[config.mk]
export PLATFORM = sky130hd
export DESIGN_NAME = axi4lite_reg_bridge_flat
export DESIGN_NICKNAME = d
export VERILOG_FILES = /design/src/rtl/axi4lite_reg_bridge_if.sv /design/src/rtl/axi4lite_reg_bridge.sv /design/src/flat_wrapper.sv
export SDC_FILE = /design/constraint.sdc
export NUM_CORES = 1
export LEC_CHECK = 0
export ABC_AREA = 1
export ABC_CLOCK_PERIOD_IN_PS = 4500
export CAP_MARGIN = 15
export CORE_UTILIZATION = 52
export CTS_BUF_LIST = sky130_fd_sc_hd__clkbuf_8
export CTS_CLUSTER_SIZE = 16
export DETAILED_ROUTE_END_ITERATION = 16
export PLACE_DENSITY = 0.87
export SLEW_MARGIN = 10
export SYNTH_ARGS = -nofsm -noshare
export SYNTH_HDL_FRONTEND = slang
export SYNTH_SLANG_ARGS = --single-unit
export TNS_END_PERCENT = 5
[constraint.sdc]
create_clock -name clk_i -period 4.5 [get_ports clk_i]
set_input_delay 0.9 -clock clk_i [delete_from_list [all_inputs] [get_ports clk_i]]
set_output_delay 0.9 -clock clk_i [all_outputs]
set_load 0.005 [all_outputs]
[src/rtl/axi4lite_reg_bridge_if.sv]
`default_nettype none
// ============================================================================
//  Module   : axi4lite_intf
//  Purpose  : AXI4-Lite bus bundle shared by a bus master and a subordinate.
//             No clock or reset is carried; both ends run on their own clk.
//  Modports : sp - subordinate view (bridge side)
//             mp - master view (initiator side)
//  Revision : 1.0 - initial release
// ============================================================================
interface axi4lite_intf #(
    parameter int ADDR_WIDTH = 32,
    parameter int DATA_WIDTH = 32,
    parameter int RESP_WIDTH = 1
);
    localparam int STRB_WIDTH = DATA_WIDTH / 8;

    // Write address channel
    logic                  aw_valid;
    logic                  aw_ready;
    logic [ADDR_WIDTH-1:0] aw_addr;
    logic [3:0]            aw_qos;
    // Write data channel
    logic                  w_valid;
    logic                  w_ready;
    logic [DATA_WIDTH-1:0] w_data;
    logic [STRB_WIDTH-1:0] w_strb;
    // Write response channel
    logic                  b_valid;
    logic                  b_ready;
    logic [RESP_WIDTH-1:0] b_resp;
    // Read address channel
    logic                  ar_valid;
    logic                  ar_ready;
    logic [ADDR_WIDTH-1:0] ar_addr;
    logic [3:0]            ar_qos;
    // Read data channel
    logic                  r_valid;
    logic                  r_ready;
    logic [DATA_WIDTH-1:0] r_data;
    logic [RESP_WIDTH-1:0] r_resp;

    modport sp (
        input  aw_valid, aw_addr, aw_qos,
        input  w_valid, w_data, w_strb,
        input  b_ready,
        input  ar_valid, ar_addr, ar_qos,
        input  r_ready,
        output aw_ready, w_ready, b_valid, b_resp,
        output ar_ready, r_valid, r_data, r_resp
    );

    modport mp (
        output aw_valid, aw_addr, aw_qos,
        output w_valid, w_data, w_strb,
        output b_ready,
        output ar_valid, ar_addr, ar_qos,
        output r_ready,
        input  aw_ready, w_ready, b_valid, b_resp,
        input  ar_ready, r_valid, r_data, r_resp
    );
endinterface
`default_nettype wire

[src/rtl/axi4lite_reg_bridge.sv]
`default_nettype none
// ============================================================================
//  Module   : axi4lite_reg_bridge
//  Purpose  : AXI4-Lite subordinate front end for the timer register block.
//             Buffers AW/W/AR in 1-entry skid registers, arbitrates fairly
//             between reads and writes, issues one register access at a time
//             and returns the AXI response. A hung access is force-completed
//             with an error after TIMEOUT_CYCLES request cycles.
//  Ports    : clk_i, arstn_i     - clock, asynchronous active-low reset
//             s_axi (sp)         - AXI4-Lite subordinate port
//             reg_req_o/we/addr/wdata/wstrb - register access request
//             reg_ready_i/rdata_i/err_i     - register access completion
//  Revision : 1.0 - initial release
// ============================================================================
module axi4lite_reg_bridge #(
    parameter int ADDR_WIDTH     = 32,
    parameter int DATA_WIDTH     = 32,
    parameter int RESP_WIDTH     = 1,
    parameter int TIMEOUT_CYCLES = 16
) (
    input  logic                    clk_i,
    input  logic                    arstn_i,
    axi4lite_intf.sp                s_axi,
    output logic                    reg_req_o,
    output logic                    reg_we_o,
    output logic [ADDR_WIDTH-1:0]   reg_addr_o,
    output logic [DATA_WIDTH-1:0]   reg_wdata_o,
    output logic [DATA_WIDTH/8-1:0] reg_wstrb_o,
    input  logic                    reg_ready_i,
    input  logic [DATA_WIDTH-1:0]   reg_rdata_i,
    input  logic                    reg_err_i
);
    localparam int STRB_WIDTH = DATA_WIDTH / 8;
    localparam int CNT_WIDTH  = $clog2(TIMEOUT_CYCLES + 1);
    localparam logic [CNT_WIDTH-1:0] CNT_LAST = CNT_WIDTH'(TIMEOUT_CYCLES - 1);

    typedef enum logic [1:0] {
        IDLE  = 2'd0,
        REQ   = 2'd1,
        RRESP = 2'd2,
        BRESP = 2'd3
    } state_t;

    state_t                  state_q, state_d;

    // Ready outputs stay low during reset and for the first cycle after it.
    logic                    live_q;

    // Skid buffers; address bits [1:0] are never stored.
    logic                    aw_full_q;
    logic [ADDR_WIDTH-1:2]   aw_addr_q;
    logic                    w_full_q;
    logic [DATA_WIDTH-1:0]   w_data_q;
    logic [STRB_WIDTH-1:0]   w_strb_q;
    logic                    ar_full_q;
    logic [ADDR_WIDTH-1:2]   ar_addr_q;

    // In-flight access
    logic                    rd_first_q;
    logic                    we_q;
    logic [ADDR_WIDTH-1:2]   addr_q;
    logic [DATA_WIDTH-1:0]   wdata_q;
    logic [STRB_WIDTH-1:0]   wstrb_q;
    logic [CNT_WIDTH-1:0]    cnt_q;
    logic [DATA_WIDTH-1:0]   rdata_q;
    logic                    err_q;

    logic                    aw_hs, w_hs, ar_hs;
    logic                    wr_pend, rd_pend;
    logic                    grant_rd, grant_wr;
    logic                    req_done, req_tmo;

    assign s_axi.aw_ready = live_q && !aw_full_q;
    assign s_axi.w_ready  = live_q && !w_full_q;
    assign s_axi.ar_ready = live_q && (state_q == IDLE) && !ar_full_q;

    assign aw_hs = s_axi.aw_valid && s_axi.aw_ready;
    assign w_hs  = s_axi.w_valid  && s_axi.w_ready;
    assign ar_hs = s_axi.ar_valid && s_axi.ar_ready;

    assign wr_pend = aw_full_q && w_full_q;
    assign rd_pend = ar_full_q;

    assign s_axi.r_valid = (state_q == RRESP);
    assign s_axi.r_data  = rdata_q;
    assign s_axi.r_resp  = {RESP_WIDTH{err_q}};
    assign s_axi.b_valid = (state_q == BRESP);
    assign s_axi.b_resp  = {RESP_WIDTH{err_q}};

    assign reg_req_o   = (state_q == REQ);
    assign reg_we_o    = we_q;
    assign reg_addr_o  = {addr_q, 2'b00};
    assign reg_wdata_o = wdata_q;
    assign reg_wstrb_o = wstrb_q;

    // QoS and sub-word address bits carry no meaning for a word register file.
    logic unused_ok;
    assign unused_ok = ^{s_axi.aw_qos, s_axi.ar_qos,
                         s_axi.aw_addr[1:0], s_axi.ar_addr[1:0]};

    always_comb begin
        state_d  = state_q;
        grant_rd = 1'b0;
        grant_wr = 1'b0;
        req_done = 1'b0;
        req_tmo  = 1'b0;
        case (state_q)
            IDLE: begin
                // rd_first_q breaks the tie only when both kinds are waiting.
                if (rd_pend && (rd_first_q || !wr_pend)) begin
                    grant_rd = 1'b1;
                    state_d  = REQ;
                end else if (wr_pend) begin
                    grant_wr = 1'b1;
                    state_d  = REQ;
                end
            end
            REQ: begin
                // A completion on the final allowed cycle beats the timeout.
                if (reg_ready_i) begin
                    req_done = 1'b1;
                    state_d  = we_q ? BRESP : RRESP;
                end else if (cnt_q == CNT_LAST) begin
                    req_tmo = 1'b1;
                    state_d = we_q ? BRESP : RRESP;
                end
            end
            RRESP: if (s_axi.r_ready) state_d = IDLE;
            BRESP: if (s_axi.b_ready) state_d = IDLE;
            default: state_d = IDLE;
        endcase
    end

    always_ff @(posedge clk_i or negedge arstn_i) begin
        if (!arstn_i) begin
            state_q <= IDLE;
        end else begin
            state_q <= state_d;
        end
    end

    always_ff @(posedge clk_i or negedge arstn_i) begin
        if (!arstn_i) begin
            live_q     <= 1'b0;
            aw_full_q  <= 1'b0;
            aw_addr_q  <= '0;
            w_full_q   <= 1'b0;
            w_data_q   <= '0;
            w_strb_q   <= '0;
            ar_full_q  <= 1'b0;
            ar_addr_q  <= '0;
            rd_first_q <= 1'b1;
            we_q       <= 1'b0;
            addr_q     <= '0;
            wdata_q    <= '0;
            wstrb_q    <= '0;
            cnt_q      <= '0;
            rdata_q    <= '0;
            err_q      <= 1'b0;
        end else begin
            live_q <= 1'b1;

            // A buffer is never accepted and granted in the same cycle,
            // since its ready is low while it is full.
            if (aw_hs) begin
                aw_full_q <= 1'b1;
                aw_addr_q <= s_axi.aw_addr[ADDR_WIDTH-1:2];
            end else if (grant_wr) begin
                aw_full_q <= 1'b0;
            end

            if (w_hs) begin
                w_full_q <= 1'b1;
                w_data_q <= s_axi.w_data;
                w_strb_q <= s_axi.w_strb;
            end else if (grant_wr) begin
                w_full_q <= 1'b0;
            end

            if (ar_hs) begin
                ar_full_q <= 1'b1;
                ar_addr_q <= s_axi.ar_addr[ADDR_WIDTH-1:2];
            end else if (grant_rd) begin
                ar_full_q <= 1'b0;
            end

            if (grant_rd || grant_wr) begin
                rd_first_q <= ~rd_first_q;
                we_q       <= grant_wr;
                cnt_q      <= '0;
                if (grant_wr) begin
                    addr_q  <= aw_addr_q;
                    wdata_q <= w_data_q;
                    wstrb_q <= w_strb_q;
                end else begin
                    addr_q  <= ar_addr_q;
                end
            end else if (state_q == REQ) begin
                cnt_q <= cnt_q + 1'b1;
            end

            if (req_done) begin
                err_q <= reg_err_i;
                if (!we_q) rdata_q <= reg_rdata_i;
            end else if (req_tmo) begin
                err_q <= 1'b1;
                if (!we_q) rdata_q <= '0;
            end
        end
    end
endmodule
`default_nettype wire

[src/flat_wrapper.sv]
// flat-port wrapper written by rule: the top's interface ports become plain ports
module axi4lite_reg_bridge_flat 
#(
    parameter int ADDR_WIDTH     = 32,
    parameter int DATA_WIDTH     = 32,
    parameter int RESP_WIDTH     = 1,
    parameter int TIMEOUT_CYCLES = 16
)
  (clk_i, arstn_i, reg_req_o, reg_we_o, reg_addr_o, reg_wdata_o, reg_wstrb_o, reg_ready_i, reg_rdata_i, reg_err_i, s_axi_aw_valid, s_axi_aw_addr, s_axi_aw_qos, s_axi_w_valid, s_axi_w_data, s_axi_w_strb, s_axi_b_ready, s_axi_ar_valid, s_axi_ar_addr, s_axi_ar_qos, s_axi_r_ready, s_axi_aw_ready, s_axi_w_ready, s_axi_b_valid, s_axi_b_resp, s_axi_ar_ready, s_axi_r_valid, s_axi_r_data, s_axi_r_resp);
  axi4lite_intf #(.ADDR_WIDTH(ADDR_WIDTH), .DATA_WIDTH(DATA_WIDTH), .RESP_WIDTH(RESP_WIDTH)) s_axi_i ();
  input  logic clk_i;
  input  logic arstn_i;
  output logic reg_req_o;
  output logic reg_we_o;
  output logic [ADDR_WIDTH-1:0] reg_addr_o;
  output logic [DATA_WIDTH-1:0] reg_wdata_o;
  output logic [DATA_WIDTH/8-1:0] reg_wstrb_o;
  input  logic reg_ready_i;
  input  logic [DATA_WIDTH-1:0] reg_rdata_i;
  input  logic reg_err_i;
  input wire logic [$bits(s_axi_i.aw_valid)-1:0] s_axi_aw_valid;
  input wire logic [$bits(s_axi_i.aw_addr)-1:0] s_axi_aw_addr;
  input wire logic [$bits(s_axi_i.aw_qos)-1:0] s_axi_aw_qos;
  input wire logic [$bits(s_axi_i.w_valid)-1:0] s_axi_w_valid;
  input wire logic [$bits(s_axi_i.w_data)-1:0] s_axi_w_data;
  input wire logic [$bits(s_axi_i.w_strb)-1:0] s_axi_w_strb;
  input wire logic [$bits(s_axi_i.b_ready)-1:0] s_axi_b_ready;
  input wire logic [$bits(s_axi_i.ar_valid)-1:0] s_axi_ar_valid;
  input wire logic [$bits(s_axi_i.ar_addr)-1:0] s_axi_ar_addr;
  input wire logic [$bits(s_axi_i.ar_qos)-1:0] s_axi_ar_qos;
  input wire logic [$bits(s_axi_i.r_ready)-1:0] s_axi_r_ready;
  output wire logic [$bits(s_axi_i.aw_ready)-1:0] s_axi_aw_ready;
  output wire logic [$bits(s_axi_i.w_ready)-1:0] s_axi_w_ready;
  output wire logic [$bits(s_axi_i.b_valid)-1:0] s_axi_b_valid;
  output wire logic [$bits(s_axi_i.b_resp)-1:0] s_axi_b_resp;
  output wire logic [$bits(s_axi_i.ar_ready)-1:0] s_axi_ar_ready;
  output wire logic [$bits(s_axi_i.r_valid)-1:0] s_axi_r_valid;
  output wire logic [$bits(s_axi_i.r_data)-1:0] s_axi_r_data;
  output wire logic [$bits(s_axi_i.r_resp)-1:0] s_axi_r_resp;
  assign s_axi_i.aw_valid = s_axi_aw_valid;
  assign s_axi_i.aw_addr = s_axi_aw_addr;
  assign s_axi_i.aw_qos = s_axi_aw_qos;
  assign s_axi_i.w_valid = s_axi_w_valid;
  assign s_axi_i.w_data = s_axi_w_data;
  assign s_axi_i.w_strb = s_axi_w_strb;
  assign s_axi_i.b_ready = s_axi_b_ready;
  assign s_axi_i.ar_valid = s_axi_ar_valid;
  assign s_axi_i.ar_addr = s_axi_ar_addr;
  assign s_axi_i.ar_qos = s_axi_ar_qos;
  assign s_axi_i.r_ready = s_axi_r_ready;
  assign s_axi_aw_ready = s_axi_i.aw_ready;
  assign s_axi_w_ready = s_axi_i.w_ready;
  assign s_axi_b_valid = s_axi_i.b_valid;
  assign s_axi_b_resp = s_axi_i.b_resp;
  assign s_axi_ar_ready = s_axi_i.ar_ready;
  assign s_axi_r_valid = s_axi_i.r_valid;
  assign s_axi_r_data = s_axi_i.r_data;
  assign s_axi_r_resp = s_axi_i.r_resp;
  axi4lite_reg_bridge #(.ADDR_WIDTH(ADDR_WIDTH), .DATA_WIDTH(DATA_WIDTH), .RESP_WIDTH(RESP_WIDTH), .TIMEOUT_CYCLES(TIMEOUT_CYCLES)) u_core (.clk_i(clk_i), .arstn_i(arstn_i), .s_axi(s_axi_i), .reg_req_o(reg_req_o), .reg_we_o(reg_we_o), .reg_addr_o(reg_addr_o), .reg_wdata_o(reg_wdata_o), .reg_wstrb_o(reg_wstrb_o), .reg_ready_i(reg_ready_i), .reg_rdata_i(reg_rdata_i), .reg_err_i(reg_err_i));
endmodule
==> metrics.md <==
| Metric | Value |
|---|---|
| Crit-path max cell delay | `580 ps` |
| Overflow after GRT | `0` |
| Post-synth top area share | `0.608` |
| Die H | `130 um` |
| Antenna violations before repair | `0` |
| Via count | `around 7000` |
| Number of remaining DRC errors | `0` |
| Final WL | `21.5 mm` |
| Nature of the critical path endpoint | `output port` |
| Final period util | `0.710` |
| FP Rows | `46` |
| CP Class | `flop to output port` |
| Buf/Inv on CP | `3` |
| Reg2reg end | `u_core.ar_addr_q[6]` |
| DRT iter0 DRCs | `350` |
| Status | `finished clean` |
| Slew margin rel. | `0.250` |
| Antenna diodes | `0` |
| Die extent in x | `130 um` |
| Clock transition at path regs | `60 ps` |
| Hold_buf cts | `0` |
| CTS Buffer Depth | `3` |
| Top post-synthesis cells by area | `dfrtp_1, nand2_1, nand3_1` |
| Finish-stage setup viols | `0` |
| CP Max Fanout | `32` |
| Htree depth | `2` |
| Post-synth top area cell | `dfrtp_1` |
| Skew-Pair Late Insertion Delay | `520 ps` |
| Slowest-stage cell, CP | `clkdlybuf4s50_1` |
| Final core occ | `0.741` |
| CP Launch Type | `flop` |
| Post-route non-filler standard cell count | `1397` |
| Total iterations of the first detailed-routing run | `4` |
| Max-cap violation count | `0` |
| DP Wirelength | `13.8 mm` |
| Final Hold Fails | `0` |
| Syn-to-layout area delta | `38.6%` |
| Sequential element share of the synthesized area | `0.611` |
| Worst VDD drop | `0.345 mV` |
| I/O Buffers | `approximately 240` |
| Cells after DPL | `1333` |
| Die Footprint | `between 0.015 and 0.02 mm^2` |
| Ports | `258` |
| Largest net degree at the start of global routing | `roughly 100` |
| Post-synthesis cell area | `~0.0085 mm^2` |
| Filler cells | `between 1000 and 1500` |
| Largest delay contributor family on the critical path | `buffers and inverters` |
| Avg Synthesized Cell Area | `just over 9 um^2` |
| Clock Sinks | `208` |
| Vias per inst | `5.08` |
| Setup Skew | `21.7 ps` |
| Vias in the first global route | `about 7000` |
| Leak | `5.87 nW` |
| Global-route usage over all layers | `0.258` |
| Area of the core | `between 0.015 and 0.02 mm^2` |
| Multi-input gate area | `0.00277 mm^2` |
| Setup_tns | `0 ps` |
| Worst endpoint required time | `3600 ps` |
| GPL Wtd Cong | `0.758` |
| Total CTS buffers | `36` |
| Synth Instances | `916` |
| Worst Path Arrival | `2300 ps` |
| Storage cell area | `0.00521 mm^2` |
| Post-CTS setup buffer count | `0` |
| HP Class | `input port to async pin` |
| Worst path cell trace | `nor2_4 -> inv_2 -> nor3_4 -> buf_4 -> clkdlybuf4s50_1` |
| FF-to-FF path depth | `7` |
| Share of layout cells above drive strength 1 | `0.0957` |
| Max Slew Vio Count | `0` |
| Post-DRT Antenna Nets | `0` |
| WHS | `376 ps` |
| Slew of the pin with the lowest slew margin | `1120 ps` |
| Yosys warnings | `0` |
| Clk root buf | `clkbuf_8` |
| RSZ-0062 raised after global routing | `false` |
| Reg2Reg Launch Point | `u_core.state_q[1]` |
| Fmax | `313 MHz` |
| Nets | `1306` |
| Resize count post-CTS | `0` |
| First-pass GRT wire length | `34.1 mm` |
| Average wire per standard cell | `15.4 um` |
| CTS tree | `built` |
| Synth cell types | `28` |
| Minimum clock period | `3200 ps` |
| Initial Util | `0.535` |
| Cell Pwr Density | `between 600 and 700 mW/mm^2` |
| Yosys reg bits | `about 210` |
| Worst R2R Setup Slack | `between 2000 and 2500 ps` |
## registers in the layout, summed over array words and instances, names as in the netlist
name / flops
u_core.ar_full_q: 1
u_core.aw_full_q: 1
u_core.w_strb_q: 4
u_core.reg_wdata_o: 32
u_core.live_q: 1
u_core.addr_q: 30
u_core.ar_addr_q: 30
u_core.cnt_q: 5
u_core.rd_first_q: 1
u_core.w_full_q: 1
u_core.reg_we_o: 1
u_core.state_q: 2
u_core.w_data_q: 32
u_core.reg_wstrb_o: 4
u_core.s_axi.b_resp: 1
u_core.s_axi.r_data: 32
u_core.aw_addr_q: 30
## cell families (layout without fill, tap and decap cells)
family	count (synthesis)	after routing	synth area share
AOI/OAI and AO/OA	107	107	0.0637
other	2	3	0.000881
DFF	208	208	0.611
and+or+nand+nor	426	426	0.209
adders and majority gates	2	2	0.00294
muxes	32	32	0.0423
buffers and inverters	135	399	0.0666
xor gates and xnor gates	4	4	0.00411
## metrics by stage
| step | setup slack, ps | area (um^2) | power [mW] |
|---|---|---|---|
| after floorplan | 2470 | 8530 | 4.71 |
| after global placement | 1600 | 11100 | 6.08 |
| after detailed placement | 1590 | 11100 | 6.24 |
| after CTS | 1280 | 11800 | 7.99 |
| after global routing | 1180 | 11800 | 8.48 |
| final | 1300 | 11800 | 7.91 |
## cells in the mapped netlist, drive strengths merged
| cell type | number |
|---|---|
| dfrtp | 207 |
| buf | 29 |
| ha | 2 |
| and2 | 1 |
| nand3 | 100 |
| nor3 | 1 |
| xnor2 | 1 |
| nand4 | 1 |
| or2 | 1 |
| a21oi | 38 |
| inv | 80 |
| mux2 | 32 |
| xor2 | 3 |
| o21ai | 69 |
| nand2 | 274 |
| dfstp | 1 |
| conb | 2 |
| nor2 | 48 |
| clkbuf | 26 |
## how the worst max path moves through the flow
stage	depth (start not counted)	startpoint	end	slack (ps)
floorplan	5	u_core.state_q[1]	s_axi_ar_ready	2470
global placement	5	s_axi_ar_valid	u_core.ar_addr_q[29]	1600
detailed placement	5	s_axi_ar_valid	u_core.ar_addr_q[20]	1590
CTS	5	u_core.state_q[1]	s_axi_ar_ready	1280
global route	5	u_core.state_q[1]	s_axi_ar_ready	1180
finish	5	u_core.state_q[1]	s_axi_ar_ready	1300
## placed cells by master, fill, tap and decap left out, drive strengths merged
cell type / synthesis / final
o21ai: 69 / 69
xnor2: 1 / 1
nor2: 48 / 48
clkdlybuf4s50: 0 / 242
inv: 80 / 92
xor2: 3 / 3
nor3: 1 / 1
a21oi: 38 / 38
dfstp: 1 / 1
clkbuf: 26 / 49
nand4: 1 / 1
mux2: 32 / 32
buf: 29 / 12
nand3: 100 / 100
ha: 2 / 2
conb: 2 / 3
clkinvlp: 0 / 2
clkinv: 0 / 2
dfrtp: 207 / 207
and2: 1 / 1
or2: 1 / 1
nand2: 274 / 274
## layout make-up
cell class / instances / share of cell area
Timing Repair Buffer: 255 / 0.215
Clock inverter: 16 / 0.00593
Multi-Input combinational cell: 574 / 0.234
Clock buffer: 48 / 0.0559
Tap cell: 216 / 0.0229
Sequential cell: 208 / 0.441
Inverter: 80 / 0.0254
## layer usage
| layer | part of all wire | global-route usage | up-vias |
|---|---|---|---|
| li1 | - | - | 3378 |
| met1 | 0.40 | 0.313 | 3392 |
| met2 | 0.50 | 0.441 | 270 |
| met3 | 0.071 | 0.0607 | 52 |
| met4 | 0.032 | 0.110 | 0 |
| met5 | 0 | 0 | - |
## report_power, final
group	switching, mW	total [mW]	internal (mW)
logic	1.50	2.98	1.48
clock network	0.748	1.70	0.951
registers	0.469	3.24	2.77
Power figures use the tool's default switching activity.
==> edit 1: new RTL, same flow settings <==
Reset style: synchronous (`arstn_i`), changed in 2 clocked blocks. Comments in the files are not updated.
--- a/src/rtl/axi4lite_reg_bridge.sv
+++ b/src/rtl/axi4lite_reg_bridge.sv
@@ -131,7 +131,7 @@
         endcase
     end
 
-    always_ff @(posedge clk_i or negedge arstn_i) begin
+    always_ff @(posedge clk_i) begin
         if (!arstn_i) begin
             state_q <= IDLE;
         end else begin
@@ -139,7 +139,7 @@
         end
     end
 
-    always_ff @(posedge clk_i or negedge arstn_i) begin
+    always_ff @(posedge clk_i) begin
         if (!arstn_i) begin
             live_q     <= 1'b0;
             aw_full_q  <= 1'b0;
Check against the original RTL: differs if arstn_i is asserted again (counterexample within 4 cycles, from zero or initial values and one cycle with arstn_i low); with arstn_i held inactive, the same outputs for 4 cycles.
==> edit 1 against the original RTL <==
  * Final cell count up 0.43%
  * Hold slack improved by 0.076 ns
  * Register-to-register slack worse by 0.66 ns
  * Area after synthesis decreased by 9.6%
  * Core utilization up 0.38 points
  * Cell area down 8.7%
  * Critical path depth up 1
  * Count of clock-buffer cells in the layout shrank 6
  * Setup slack better by 0.077 ns
  * Routed wire length fell by 0.39%
  * Non-clock buffer count rose by 1
  * Sequential cell count stayed put
Power is not compared: it rests on default switching activity, and its combinational part moved more than twofold at a synthesized area within 25%.
==> edit 1: results (changes against the original RTL) <==
Outcome
  – Outcome: finished, final reports clean

Setup path
  – Max FO, Critical Path: 57 (+78%)
  – Crit-path max cell delay: 1.03 ns (+0.45 ns)
  – CP Data Arrival Time: 3.51 ns (+1.21 ns)
  – CP max stage cell: clkinv_1
  – Register-to-register setup slack: 1.38 ns (-0.66 ns)
  – RR Endpoint: u_core.reg_wdata_o[25]

Clock network
  – CTS buffer count: 35 (-2.8%)
  – Clock latency on the worst-skew pair: 0.50 ns (-0.02 ns)

Global route
  – First-pass GRT wire length: 32.7 mm (-4.1%)
  – Largest net degree at the start of global routing: 107 (+8.1%)
  – Total global-route track usage: 26.9% (+1.1 points)

Synth
  – Synth top area cells: dfxtp_1 54%, a21oi_1 9.6%, nand2_1 7.5%, o21ai_0 6.4%, nor2_1 4.7%
  – Seq/Total Area, Yosys: 54.0% (-7.1 points)
  – Ys async rst share: 0% (-100 points)
  – Unique masters post-synth: 25 (-11%)

Final layout
  – Final net count: 1,348 (+3.2%)
  – Fillers: 1,098 (-3.7%)

STA
  – Worst Skew: 0.0200 ns (-0.00162 ns)
  – Hold Slack: 0.452 ns (+0.0761 ns)
  – Slew HR: 26.9% (+1.9 points)

Placement
  – GP Congestion: 0.768 (+1.3%)

Detailed routing
  – DR vias: 7,488 (+5.6%)
  – DR WL/cell: 15.2 µm (-0.82%)

Hold path
  – Hold Path Class: flip-flop to flip-flop
==> edit 1: layout make-up <==
| cell class | count | area, µm² | share of cell area [%] |
|---|---|---|---|
| clock inverters | 17 | 68.8 | 0.638 |
| well taps | 184 | 230 | 2.13 |
| clock buffers | 42 | 578 | 5.36 |
| flip-flops and latches | 208 | 4160 | 38.6 |
| multi-input cells | 629 | 2970 | 27.5 |
| inverters | 67 | 251 | 2.33 |
| repair buffers | 256 | 2520 | 23.4 |
==> edit 1: cell families after synthesis <==
| logic type | count (synthesis) | share of synthesized area [%] |
|---|---|---|
| xor+xnor | 3 | 0.341 |
| flops | 208 | 54.0 |
| simple gates | 355 | 19.8 |
| buf+inv | 146 | 7.64 |
| fa+ha+maj | 2 | 0.325 |
| other cells | 1 | 0.0486 |
| compound gates | 267 | 17.8 |
==> edit 1: how the worst max path moves through the flow <==
stage                           start                endpoint  slack [ns]  cells after the start
detailed placement   u_core.ar_full_q  u_core.reg_wdata_o[25]        1.44                      6
global placement    u_core.state_q[1]  u_core.reg_wdata_o[30]        1.48                      6
finish               u_core.ar_full_q  u_core.reg_wdata_o[25]        1.38                      6
CTS                  u_core.ar_full_q  u_core.reg_wdata_o[13]        1.43                      6
global route         u_core.ar_full_q  u_core.reg_wdata_o[30]        1.10                      6
floorplan               u_core.live_q           s_axi_w_ready        2.59                      4
==> edit 1: tightest hold or removal path, stage by stage, from the launching register on <==
cell	delay, ns
dfxtp_1	0.31
nand2_1	0.06
nand2_1	0.04
==> edit 1: report_power, final <==
| group | switching (W) | internal (W) | leakage (nW) |
|---|---|---|---|
| registers | 0.0000580 | 0.00196 | 1.69 |
| logic | 0.000375 | 0.000288 | 1.91 |
| clock network | 0.000715 | 0.000839 | 0.386 |
==> edit 1: metrics by stage <==
stage | cells | setup WS [ns]
floorplan | 983 | 2.59
global placement | 1344 | 1.48
detailed placement | 1344 | 1.44
CTS | 1403 | 1.43
global route | 1403 | 1.10
finish | 1403 | 1.38
==> edit 1: metal layers <==
layer | wire [µm] | global-route usage, % | up-vias | part of all wire (%)
met3 | 1900 | 7.33 | 49 | 8.9
li1 | - | - | 3691 | -
met4 | 615 | 11.1 | 0 | 2.9
met2 | 10300 | 46.0 | 269 | 48
met1 | 8540 | 31.6 | 3479 | 40
met5 | 0 | 0 | - | 0
==> edit 2: new RTL, config.mk and constraints unchanged <==
Made on the original files. `ADDR_WIDTH` is set to 32 in 3 places; all go to 64.
--- a/src/rtl/axi4lite_reg_bridge_if.sv
+++ b/src/rtl/axi4lite_reg_bridge_if.sv
@@ -8,7 +8,7 @@
 //  Revision : 1.0 - initial release
 // ============================================================================
 interface axi4lite_intf #(
-    parameter int ADDR_WIDTH = 32,
+    parameter int ADDR_WIDTH = 64,
     parameter int DATA_WIDTH = 32,
     parameter int RESP_WIDTH = 1
 );
--- a/src/rtl/axi4lite_reg_bridge.sv
+++ b/src/rtl/axi4lite_reg_bridge.sv
@@ -13,7 +13,7 @@
 //  Revision : 1.0 - initial release
 // ============================================================================
 module axi4lite_reg_bridge #(
-    parameter int ADDR_WIDTH     = 32,
+    parameter int ADDR_WIDTH     = 64,
     parameter int DATA_WIDTH     = 32,
     parameter int RESP_WIDTH     = 1,
     parameter int TIMEOUT_CYCLES = 16
--- a/src/flat_wrapper.sv
+++ b/src/flat_wrapper.sv
@@ -1,7 +1,7 @@
 // flat-port wrapper written by rule: the top's interface ports become plain ports
 module axi4lite_reg_bridge_flat 
 #(
-    parameter int ADDR_WIDTH     = 32,
+    parameter int ADDR_WIDTH     = 64,
     parameter int DATA_WIDTH     = 32,
     parameter int RESP_WIDTH     = 1,
     parameter int TIMEOUT_CYCLES = 16
Interface: changed (resized reg_addr_o, s_axi_ar_addr and s_axi_aw_addr); port bits go from 258 to 354. No check against the original RTL was run, so the function may have changed too.
==> edit 2 against the original RTL <==
  * Cell area up 44%
  * Area after synthesis is 47% higher
  * Routed wire length grew 61%
  * Critical endpoint unchanged
  * Die area grew 46%
  * Setup slack improved by 0.15 ns
  * Critical path type unchanged
  * Register-to-register slack worse by 0.16 ns
  * Synthesized cell count is 48% higher
  * Total power grew 42%
  * Sequential power up 47%
  * Non-clock buffer count is 99 higher
  * Sequential cell count rose by 96
==> edit 2: results (changes against the original RTL) <==
Outcome
  – Outcome: finished, final reports clean

Clock network
  – Post-CTS setup buffers: 0 (unchanged)
  – Clock latency on the worst-skew pair: 0.56 ns (+0.04 ns)
  – Clock Sinks: 304 (+46%)
  – CTS buffer count: 49 (+36%)

Final layout
  – Final net count: 1,898 (+45%)
  – Clock-cell share: 5.30% (-0.88 points)
  – Sequential share of cell area: 44.6% (+0.58 points)
  – Share of layout cells above drive strength 1: 9.38% (-0.19 points)
  – Non-clock buffers: 354 (+39%)
  – Inverters, non-clock: 112 (+40%)
  – Ant. Diodes: 0 (unchanged)
  – Clock buffer cells: 57 (+19%)
  – Buffering overhead: 20.8% (-0.71 points)
  – Comb_multi_in: 862 (+50%)
  – Area of the multi-input gates: 0.00417 mm² (+51%)
  – Fillers: 1,693 (+49%)

Power
  – Switching power total: 0.00398 W (+47%)
  – Comb power: 0.00425 W (+43%)
  – Leak: 8.51 nW (+45%)
  – Worst-case vdd ir drop: 0.000358 V (+3.8%)
  – Power Sequential: 0.00476 W (+47%)
  – Design Power: 0.0112 W (+42%)

Detailed routing
  – Routed vias/inst: 5.17 (+1.9%)
  – DRT met1 WL: 13.5 mm (+58%)
  – Met3 wire len: 2.74 mm (+80%)
  – WL met2: 16.8 mm (+57%)
  – Uppermost layer routed: met5
  – Drt initial violations: 738 (+110%)

Synth
  – YS warnings: 0 (unchanged)
  – Post-synth top cells: 465 x nand2_1, 303 x dfrtp_1, 164 x nand3_1
  – Unique masters post-synth: 26 (-7.1%)
  – Synth top area cells: dfrtp_1 61%, nand2_1 14%, nand3_1 6.6%, mux2_2 5.8%, inv_1 3.2%
  – Seq/Total Area, Yosys: 60.8% (-0.28 points)
  – Ys async rst share: 100% (unchanged)

Placement
  – Detailed Place HPWL: 22.4 mm (+62%)
  – GP Congestion: 0.818 (+7.8%)
  – Buffers on Ports: 339 (+40%)

Setup path
  – Register-to-register setup slack: 1.88 ns (-0.16 ns)
  – Reg2Reg Depth: 8 (+1)
  – CP Data Arrival Time: 2.15 ns (-0.15 ns)
  – Max FO, Critical Path: 7 (-78%)

Global route
  – Initial antenna violation count: 1 (+1)
  – Met3 Track Usage GR: 6.61% (+0.54 points)
  – Number of global-route vias before repair: 10,500 (+49%)
  – Largest net degree at the start of global routing: 126 (+27%)
  – M2 GR Usage: 47.0% (+3.0 points)
  – Global routing usage on met1: 34.8% (+3.5 points)
  – First-pass GRT wire length: 54.1 mm (+59%)
  – Total global-route track usage: 28.2% (+2.5 points)

Floorplan
  – Die ar.: 0.0247 mm² (+46%)

STA
  – Worst Skew: 0.0140 ns (-0.00765 ns)
  – Worst slew pin tran: 0.977 ns (-0.145 ns)
==> edit 2: cell count changes in the layout (fill, tap and decap cells not counted), sizes merged <==
cell / delta
inv: +43
clkbuf: +8
nand3: +64
dfrtp: +96
nand2: +192
clkdlybuf4s50: +95
buf: +5
mux2: +32
clkinvlp: +1
==> edit 2: per-stage QoR <==
stage | hold slack (ns) | instances | cell area (µm²) | setup WS, ns
global placement | 0.453 | 1950 | 16100 | 1.72
floorplan | 0.442 | 1360 | 12500 | 2.42
global route | 0.332 | 2036 | 17000 | 1.35
detailed placement | 0.458 | 1950 | 16100 | 1.61
CTS | 0.298 | 2035 | 17000 | 1.40
finish | 0.292 | 2036 | 17000 | 1.45
==> edit 2: logic make-up (layout without fill, tap and decap cells) <==
family          after synthesis  in the layout  share of synthesized area (%)
xor+xnor                      4              4                          0.280
compound gates              107            107                           4.31
simple gates                682            682                           22.4
flops                       304            304                           60.8
buf+inv                     194            551                           6.24
mux                          64             64                           5.76
other cells                   2              3                         0.0600
fa+ha+maj                     2              2                          0.200
